## src/rtl/usb_ep_ctrl.sv

```systemverilog
// usb_ep_ctrl: CPU-side controller for three USB endpoint byte FIFOs
// (EP0 IN, EP0 OUT, EP1 IN). Decodes six I/O registers at BASE+0..BASE+A
// and sequences packet hand-off to/from the SIE.
//   clk, reset          : single clock, synchronous active-high reset
//   io_addr/io_wr/io_rd : I/O bus access (exact 16-bit address match)
//   io_wdata/io_rdata   : write data / registered read data
//   ep0i_*, ep1i_*      : IN endpoint stream to the SIE plus done/retry pulses
//   ep0o_*              : OUT endpoint stream from the SIE plus done/setup/abort

// usb_ep_in: one IN endpoint FIFO with arm/done/retry packet control.
//   push/push_data       : CPU byte write to the DATA register
//   st_arm/st_clr/st_flush : decoded STATUS write bits
//   sie_*                : SIE-side stream and handshake
//   status               : STATUS register read value
module usb_ep_in #(
    parameter int DEPTH = 64
) (
    input  logic        clk,
    input  logic        reset,
    input  logic        push,
    input  logic [7:0]  push_data,
    input  logic        st_arm,
    input  logic        st_clr,
    input  logic        st_flush,
    input  logic        sie_ready,
    input  logic        sie_done,
    input  logic        sie_retry,
    output logic [7:0]  sie_data,
    output logic        sie_valid,
    output logic        sie_last,
    output logic        sie_armed,
    output logic [15:0] status
);
    localparam int AW = $clog2(DEPTH);
    localparam int PW = AW + 1;

    logic [PW-1:0] rd_ptr, wr_ptr, pkt_ptr;
    logic [PW-1:0] rd_nx, wr_nx, pkt_nx;
    logic [PW-1:0] occ;
    logic          armed, done_flag, armed_nx, done_nx;
    logic          full, pop, push_en;
    logic [7:0]    mem [DEPTH];

    assign occ       = wr_ptr - rd_ptr;
    assign full      = (occ == PW'(DEPTH));
    assign sie_valid = armed && (occ != '0);
    assign sie_last  = sie_valid && (occ == PW'(1));
    assign sie_armed = armed;
    // Masked so the SIE sees 0 whenever no byte is offered.
    assign sie_data  = sie_valid ? mem[rd_ptr[AW-1:0]] : '0;
    assign pop       = sie_valid && sie_ready;
    assign push_en   = push && !full && !armed;
    assign status    = {5'b0, full, done_flag, armed, 1'b0, 7'(occ)};

    // SIE events first, then the CPU status write (flush wins over all).
    always_comb begin
        rd_nx    = rd_ptr;
        wr_nx    = wr_ptr;
        pkt_nx   = pkt_ptr;
        armed_nx = armed;
        done_nx  = done_flag;
        if (pop)
            rd_nx = rd_ptr + PW'(1);
        if (sie_retry)
            rd_nx = pkt_ptr;
        if (sie_done) begin
            pkt_nx   = rd_nx;
            armed_nx = 1'b0;
            done_nx  = 1'b1;
        end
        if (push_en)
            wr_nx = wr_ptr + PW'(1);
        if (st_arm)
            armed_nx = 1'b1;
        if (st_clr)
            done_nx = 1'b0;
        if (st_flush) begin
            rd_nx    = '0;
            wr_nx    = '0;
            pkt_nx   = '0;
            armed_nx = 1'b0;
        end
    end

    always_ff @(posedge clk) begin
        if (reset) begin
            rd_ptr    <= '0;
            wr_ptr    <= '0;
            pkt_ptr   <= '0;
            armed     <= 1'b0;
            done_flag <= 1'b0;
        end else begin
            rd_ptr    <= rd_nx;
            wr_ptr    <= wr_nx;
            pkt_ptr   <= pkt_nx;
            armed     <= armed_nx;
            done_flag <= done_nx;
        end
    end

    always_ff @(posedge clk) begin
        if (push_en)
            mem[wr_ptr[AW-1:0]] <= push_data;
    end
endmodule

module usb_ep_ctrl #(
    parameter logic [15:0] BASE  = 16'h5000,
    parameter int          DEPTH = 64
) (
    input  logic        clk,
    input  logic        reset,
    input  logic [15:0] io_addr,
    input  logic        io_wr,
    input  logic        io_rd,
    input  logic [15:0] io_wdata,
    output logic [15:0] io_rdata,
    output logic [7:0]  ep0i_data,
    output logic        ep0i_valid,
    input  logic        ep0i_ready,
    output logic        ep0i_last,
    output logic        ep0i_armed,
    input  logic        ep0i_done,
    input  logic        ep0i_retry,
    output logic [7:0]  ep1i_data,
    output logic        ep1i_valid,
    input  logic        ep1i_ready,
    output logic        ep1i_last,
    output logic        ep1i_armed,
    input  logic        ep1i_done,
    input  logic        ep1i_retry,
    input  logic [7:0]  ep0o_data,
    input  logic        ep0o_valid,
    output logic        ep0o_ready,
    output logic        ep0o_armed,
    input  logic        ep0o_done,
    input  logic        ep0o_setup,
    input  logic        ep0o_abort
);
    localparam int AW = $clog2(DEPTH);
    localparam int PW = AW + 1;

    localparam logic [15:0] A_I0D = BASE;
    localparam logic [15:0] A_I0S = BASE + 16'h2;
    localparam logic [15:0] A_OD  = BASE + 16'h4;
    localparam logic [15:0] A_OS  = BASE + 16'h6;
    localparam logic [15:0] A_I1D = BASE + 16'h8;
    localparam logic [15:0] A_I1S = BASE + 16'hA;

    logic        wr_i0s, wr_os, wr_i1s;
    logic [15:0] st_i0, st_i1, st_o;
    logic [15:0] rdata_nx;
    logic        unused_wdata;

    assign wr_i0s = io_wr && (io_addr == A_I0S);
    assign wr_os  = io_wr && (io_addr == A_OS);
    assign wr_i1s = io_wr && (io_addr == A_I1S);
    assign unused_wdata = ^{io_wdata[15:12], io_wdata[10]};

    usb_ep_in #(.DEPTH(DEPTH)) u_ep0i (
        .clk       (clk),
        .reset     (reset),
        .push      (io_wr && (io_addr == A_I0D)),
        .push_data (io_wdata[7:0]),
        .st_arm    (wr_i0s && io_wdata[8]),
        .st_clr    (wr_i0s && io_wdata[9]),
        .st_flush  (wr_i0s && io_wdata[11]),
        .sie_ready (ep0i_ready),
        .sie_done  (ep0i_done),
        .sie_retry (ep0i_retry),
        .sie_data  (ep0i_data),
        .sie_valid (ep0i_valid),
        .sie_last  (ep0i_last),
        .sie_armed (ep0i_armed),
        .status    (st_i0)
    );

    usb_ep_in #(.DEPTH(DEPTH)) u_ep1i (
        .clk       (clk),
        .reset     (reset),
        .push      (io_wr && (io_addr == A_I1D)),
        .push_data (io_wdata[7:0]),
        .st_arm    (wr_i1s && io_wdata[8]),
        .st_clr    (wr_i1s && io_wdata[9]),
        .st_flush  (wr_i1s && io_wdata[11]),
        .sie_ready (ep1i_ready),
        .sie_done  (ep1i_done),
        .sie_retry (ep1i_retry),
        .sie_data  (ep1i_data),
        .sie_valid (ep1i_valid),
        .sie_last  (ep1i_last),
        .sie_armed (ep1i_armed),
        .status    (st_i1)
    );

    // EP0 OUT: SIE writes at wr_ptr, CPU reads committed bytes [rd_ptr, pkt_ptr).
    logic [PW-1:0] o_rd, o_wr, o_pkt, o_rd_nx, o_wr_nx, o_pkt_nx, o_cnt;
    logic          o_armed, o_done, o_setup, o_armed_nx, o_done_nx, o_setup_nx;
    logic          o_full, o_push, o_cpu_pop;
    logic [7:0]    o_mem [DEPTH];

    assign o_cnt      = o_pkt - o_rd;
    assign o_full     = ((o_wr - o_rd) == PW'(DEPTH));
    assign ep0o_ready = o_armed && !o_full;
    assign ep0o_armed = o_armed;
    assign o_push     = ep0o_valid && ep0o_ready;
    assign o_cpu_pop  = io_rd && (io_addr == A_OD) && (o_cnt != '0);
    assign st_o       = {5'b0, o_setup, o_done, o_armed, 1'b0, 7'(o_cnt)};

    always_comb begin
        o_rd_nx    = o_rd;
        o_wr_nx    = o_wr;
        o_pkt_nx   = o_pkt;
        o_armed_nx = o_armed;
        o_done_nx  = o_done;
        o_setup_nx = o_setup;
        if (o_push)
            o_wr_nx = o_wr + PW'(1);
        if (ep0o_abort)
            o_wr_nx = o_pkt;
        if (ep0o_done) begin
            o_pkt_nx   = o_wr_nx;
            o_armed_nx = 1'b0;
            o_done_nx  = 1'b1;
            o_setup_nx = ep0o_setup;
        end
        if (o_cpu_pop)
            o_rd_nx = o_rd + PW'(1);
        if (wr_os && io_wdata[8])
            o_armed_nx = 1'b1;
        if (wr_os && io_wdata[9]) begin
            o_done_nx  = 1'b0;
            o_setup_nx = 1'b0;
        end
        if (wr_os && io_wdata[11]) begin
            o_rd_nx    = '0;
            o_wr_nx    = '0;
            o_pkt_nx   = '0;
            o_armed_nx = 1'b0;
        end
    end

    always_ff @(posedge clk) begin
        if (reset) begin
            o_rd    <= '0;
            o_wr    <= '0;
            o_pkt   <= '0;
            o_armed <= 1'b0;
            o_done  <= 1'b0;
            o_setup <= 1'b0;
        end else begin
            o_rd    <= o_rd_nx;
            o_wr    <= o_wr_nx;
            o_pkt   <= o_pkt_nx;
            o_armed <= o_armed_nx;
            o_done  <= o_done_nx;
            o_setup <= o_setup_nx;
        end
    end

    always_ff @(posedge clk) begin
        if (o_push)
            o_mem[o_wr[AW-1:0]] <= ep0o_data;
    end

    always_comb begin
        rdata_nx = '0;
        if (io_rd) begin
            case (io_addr)
                A_I0S:   rdata_nx = st_i0;
                A_OS:    rdata_nx = st_o;
                A_I1S:   rdata_nx = st_i1;
                A_OD:    if (o_cnt != '0) rdata_nx = {8'h00, o_mem[o_rd[AW-1:0]]};
                default: rdata_nx = '0;
            endcase
        end
    end

    always_ff @(posedge clk) begin
        if (reset)
            io_rdata <= '0;
        else
            io_rdata <= rdata_nx;
    end
endmodule
```

## config.mk

```make
export PLATFORM = sky130hd
export DESIGN_NAME = usb_ep_ctrl
export DESIGN_NICKNAME = d
export VERILOG_FILES = /design/src/rtl/usb_ep_ctrl.sv
export SDC_FILE = /design/constraint.sdc
export NUM_CORES = 2
export LEC_CHECK = 0
export CAP_MARGIN = 20
export CORE_MARGIN = 1.5
export CORE_UTILIZATION = 60
export CTS_CLUSTER_SIZE = 16
export DETAILED_ROUTE_END_ITERATION = 8
export GPL_TIMING_DRIVEN = 0
export PLACE_DENSITY = 0.87
export SETUP_SLACK_MARGIN = 0.5
export SYNTH_ARGS = -nofsm -noshare
export SYNTH_HDL_FRONTEND = slang
export SYNTH_HIERARCHICAL = 1
export SYNTH_SLANG_ARGS = --single-unit
```

## constraint.sdc

```tcl
create_clock -name clk -period 5.16 [get_ports clk]
set_input_delay 1.032 -clock clk [delete_from_list [all_inputs] [get_ports clk]]
set_output_delay 1.032 -clock clk [all_outputs]
set_load 0.03 [all_outputs]
```

# Word-level counts from Yosys, hierarchy flattened
# Memories as Yosys holds them, arrays and structs flattened. A register that Yosys moved wholly into a read port is not among the register bits.
# Cells that the tools add are included.
dict set report totals {
  inputBits 54
  mem_bits_rw 1536
  n_memories 3
  regBits 86
}
# name depth word_bits rd rd_ports_with_merged_regs wr line
set memory_table {}
lappend memory_table {o_mem 64 8 1 1 1 200} ;# logic [7:0] o_mem [DEPTH];
lappend memory_table {u_ep0i.mem 64 8 1 1 1 42} ;# logic [7:0] mem [DEPTH];
lappend memory_table {u_ep1i.mem 64 8 1 1 1 42}
dict set report classes {
  n_eq_ne 11
  add_sub_neg 10
  n_mux 26
  bitwise 1
  n_reduce_logical 46
}
# op n
set op_table {}
lappend op_table {{equality test 16 x 15 -> 1 bit, second input constant} 6}
lappend op_table {{case mux 11 bit (4 select lines)} 1}
lappend op_table {{adder 7 x 1 -> 7 bit, second input constant} 6}
lappend op_table {{2-to-1 mux 7 bit} 6}
lappend op_table {{logical AND 1 bit} 28}
lappend op_table {{subtractor 7 bit} 4}
lappend op_table {{2-to-1 mux 6 bit} 4}
lappend op_table {{2-to-1 mux 8 bit} 3}
lappend op_table {{equality test 7 bit, second input constant} 3}
lappend op_table {{nonzero test 7 bit} 3}
lappend op_table {{equality test 7 x 1 -> 1 bit, second input constant} 2}
lappend op_table {{OR reduction 2 bit} 7}
lappend op_table {{2-to-1 mux 1 bit} 12}
lappend op_table {{nonzero test 2 bit} 3}
lappend op_table {{logical NOT 1 bit} 5}
lappend op_table {{NOT 1 bit} 1}

# Logic depth before layout (Yosys ltp)
dict set report depth {
  ltp_word 7
  mapped_depth 15
  depth_no_buf 12
}

# Hierarchy
# Netlist, hierarchy kept.
# mod instances seq_area_each_um2 cells_per_inst area_per_inst_um2
set by_module_without_submodules {}
lappend by_module_without_submodules {usb_ep_ctrl 1 16295.6 1183 22175.0}
lappend by_module_without_submodules {{usb_ep_in at u_ep1i} 1 15835.2 1048 21309.2}
lappend by_module_without_submodules {{usb_ep_in at u_ep0i} 1 15835.2 1015 21249.1}

# Worst setup path before layout
# OpenSTA, ideal clock, no wires.
dict set report synth_path {
  path_kind {register to output}
  from {register u_ep1i.rd_ptr[1]}
  to {output port ep1i_last}
  arrival_ns 3.731
  slack_ns 0.397
  n_path_buf 4
  stages_incl_launch_ff 13
  required_ns 4.128
  cell_sequence {dfxtp_1 clkbuf_1 buf_2 buf_2 buf_2 inv_1 fa_1 a211oi_2 o21bai_1 a21oi_2 xor2_2 clkinv_1 nor4b_1}
}
dict set report synth_via {
  elab_chain_len 4
}
# element line
set synth_rtl {}
lappend synth_rtl {{start: declaration} 37} ;# logic [PW-1:0] rd_ptr, wr_ptr, pkt_ptr;
lappend synth_rtl {{start signal: assignment} 93} ;# rd_ptr <= rd_nx;
lappend synth_rtl {{subtractor 7 bit (*)} 44} ;# assign occ = wr_ptr - rd_ptr;
lappend synth_rtl {{net st_i1[6]} 151} ;# logic [15:0] st_i0, st_i1, st_o;
lappend synth_rtl {{nonzero test 7 bit} 46} ;# assign sie_valid = armed && (occ != '0);
lappend synth_rtl {{logical AND 1 bit} 46}
lappend synth_rtl {{logical AND 1 bit (*)} 47} ;# assign sie_last = sie_valid && (occ == PW'(1));
lappend synth_rtl {{end: declaration} 128} ;# output logic ep1i_last,
# Mark *: on every way through the listed nets, which the timed path passes. The rest lies on a longest branch.

# Worst setup path in the final report
# Ends and elaborated chain as after synthesis.

==> impl_metrics.toml <==
[global_route]
grt_overflow = 0
grt_pass1_vias = 36230
grt_max_degree = 103
grt_pass1_wl_um = 248900
groute.usage.overall_pct = 31.57
antenna_found_initial = 11

[route]
vias = 36540
drc = 3
drtIter0Drc = 6207
drtPass1Iterations = 9
drt-total-wl_um = 174600
wire_per_inst_um = 34.29
drt-vias-per-instance = 7.174
ant_nets = 0

[critical_path]
crit_type = "reg -> out"
cp_data_required_time_ns = 4.13
worst_ep_arrival_time_ns = 3.90
cpLargestDelayFamily = "buffers and inverters"
rr_startpoint = "u_ep1i/rd_ptr[1]"
critPathMaxFanout = 4
worstPathCellList = "buf_8 -> buf_12 -> buf_12 -> buf_12 -> inv_8 -> fa_2 -> a211oi_4 -> buf_4 -> o21bai_4 -> a21oi_4 -> xor2_4 -> clkinv_4 -> nor4b_4 -> buf_6"
critPathCaptureType = "output pin"
crit_slowest_cell = "nor4b_4"
cp-startpoint = "u_ep1i/rd_ptr[1]"
critPathBufInv = 8
critPathLaunchType = "flip-flop"
slowest_delay_ns = 0.55
path_common_cell = "buf_12"

[synth]
yosysUniqueCellTypes = 88
yosysWarnings = 6
ys.flop_type = "edfxtp_1"
avgSynthCellArea_um2 = 19.94
ys_ff_latch = 1628
async_reset_ff_share_pct = 0
synth.area.mux_share_pct = 15.79
synth_area_mm2 = 0.06473
synth-edff-count = 1536
synth_simple_gate_area_share_pct = 3.526
synth_top_family_by_area = "multiplexers"
synthCells = 3246
yosysSeqAreaShare_pct = 74.10
synthXorXnorAreaFrac_pct = 0.5277
synth-compound-area-share_pct = 3.698
synthAdderAreaFrac_pct = 0.6726

[power_and_ir_drop]
pwr_density_cell_mw_per_mm2 = 368.1
ir_drop_mv = 0.4333
p_total_mw = 27.22
power_leakage_nw = 22.98

[timing]
rsz0062_at_grt = "yes"
timing_hold_violations_final = 0
final_max_slew_viol_count = 0
finalCritPeriodShare_pct = 95.61
worst_clock_skew_ns = 0.05191
worst_pin_slew_ns = 1.234
max_freq_mhz = 202.7
min_period_ns = 4.934
slew_headroom_pct = 17.74
setup_viol = 0

[worst_hold_path]
hold_start = "u_ep0i/done_flag"
worstHoldPathType = "reg -> reg"

[final_layout]
final_nets = 3644
layout_common_cells = "edfxtp_1, mux4_2, nor2_1"
n_fill_cell = 5885
multi_input_area_mm2 = 0.01617
area_growth_pct = 14.24
post_route_cells_drive_above_1_share_pct = 26.46
ff_latch_area_mm2 = 0.04798
final_common_cell = "edfxtp_1"
stdcell_count = 5093

[placement]
dpl.hpwl_um = 100200
port_buffers = 88
place_congestion = 0.9497
dp.cells = 4763

[clock_network]
cts.hold.buffers_added = 0
h-tree-depth = 4
clock_latency_ns = 0.80
clk_pin_slew_ns = 0.07
cts-buffers-inserted = 157
clkSinkCount = 1628
cts_root_buf = "clkbuf_16"
clk_path_buf_depth = 3
cts_tree = "built"

[job]
drv_cap = 0

[floorplan]
num_io_pins = 94
die-width_um = 331.5
core_area_mm2 = 0.1071
initial_utilization_pct = 60.47
die-area_mm2 = 0.1099
rows = 120
die_y_um = 331.5

[outcome]
status = "finished with violations"
violations = "design-rule violations"
==> cell usage after synthesis (all sizes together), types with 10 or more instances <==
library cell | instances | area (µm²)
nor2b | 11 | 83.83
clkbuf | 91 | 341.6
nand3 | 17 | 97.60
a21oi | 95 | 490.5
a22oi | 70 | 525.5
nor3 | 11 | 65.06
o21ai | 76 | 387.9
and3 | 27 | 178.9
mux4 | 442 | 9955
buf | 101 | 569.3
a211oi | 22 | 185.2
edfxtp | 1536 | 46120
nand2 | 97 | 364.1
xnor2 | 21 | 183.9
a21boi | 12 | 93.84
mux2i | 24 | 240.2
inv | 40 | 152.6
or3 | 11 | 78.82
dfxtp | 92 | 1842
nor2 | 258 | 988.4
ha | 30 | 375.4
a222oi | 10 | 100.1
xor2 | 15 | 157.7
==> cell families after synthesis <==
group / after synthesis
flip-flops: 1628
buffers and inverters: 238
other: 2
adder cells (fa/ha/maj): 33
multiplexers: 468
AO/OA/AOI/OAI: 352
XOR/XNOR: 36
AND/OR/NAND/NOR: 489
==> timing repair <==
| item | 4_1_cts | 5_1_grt |
|---|---|---|
| pin swaps | 15 | 11 |
| hold endpoints to repair | 0 | 0 |
| resized for setup | 318 | 55 |
| setup endpoints to repair | 1021 | 21 |
| setup buffers | 26 | 12 |
==> layer usage <==
layer	part of all wire [%]	wire, µm	global-route usage (%)	up-vias
met1	32	56670	40.50	18260
li1	-	-	-	13950
met4	6.4	11250	16.79	16
met3	14	23800	9.366	803
met5	0.12	218	0	-
met2	47	82680	49.28	3513
==> power breakdown <==
part	total [mW]	internal (mW)	switching [mW]
Sequential	14.5	14.4	0.0222
Combinational	1.44	0.567	0.869
Clock	11.3	6.20	5.11
Total	27.2	21.2	6.01
==> stage by stage <==
step	hold WS (ns)	setup TNS (ns)	area, µm²	utilization [%]	setup slack (ns)
2_1_floorplan	0.4556	0	64780	-	0.6150
3_3_place_gp	0.4779	-401.32	67420	62.98	-1.070
3_5_place_dp	0.4857	-53.79	67750	63.28	-1.177
4_1_cts	0.4940	0	73700	68.85	0.4073
5_1_grt	0.5001	0	73950	69.08	0.2245
6_report	0.4987	0	73950	69.08	0.2264
==> worst paths after layout <==
check / endpoint / slack, ns / cells after the start
setup / recovery: ep1i_last / 0.23 / 14
hold / removal: u_ep0i/done_flag / 0.50 / 2
setup reg to reg: u_ep1i/mem[42][5] / 0.37 / 16
hold reg to reg: u_ep0i/done_flag / 0.50 / 2
==> tightest hold or removal path, stage by stage, from the launching register on <==
cell	delay, ns
dfxtp_1	0.31
nor2_1	0.10
nor3_1	0.05
==> area by class of cell <==
class                      instances  share of cell area, %
clock inverter                    94                  1.189
antenna                            1               0.003384
tap                             1403                  2.374
sequential                      1628                  64.88
inverter                          46                 0.2910
clock buffer                     197                  5.655
buffer                           192                  1.645
multi-input combinational       1390                  21.87
timing repair buffer             142                  2.090
==> sequential cells by signal, indices dropped and copies added, names as in the netlist, 16 cells and up, named ones only <==
name	flops
io_rdata	16
o_mem	512
u_ep0i/mem	512
u_ep1i/mem	512
Note: power is estimated with default switching activity, not from simulation.
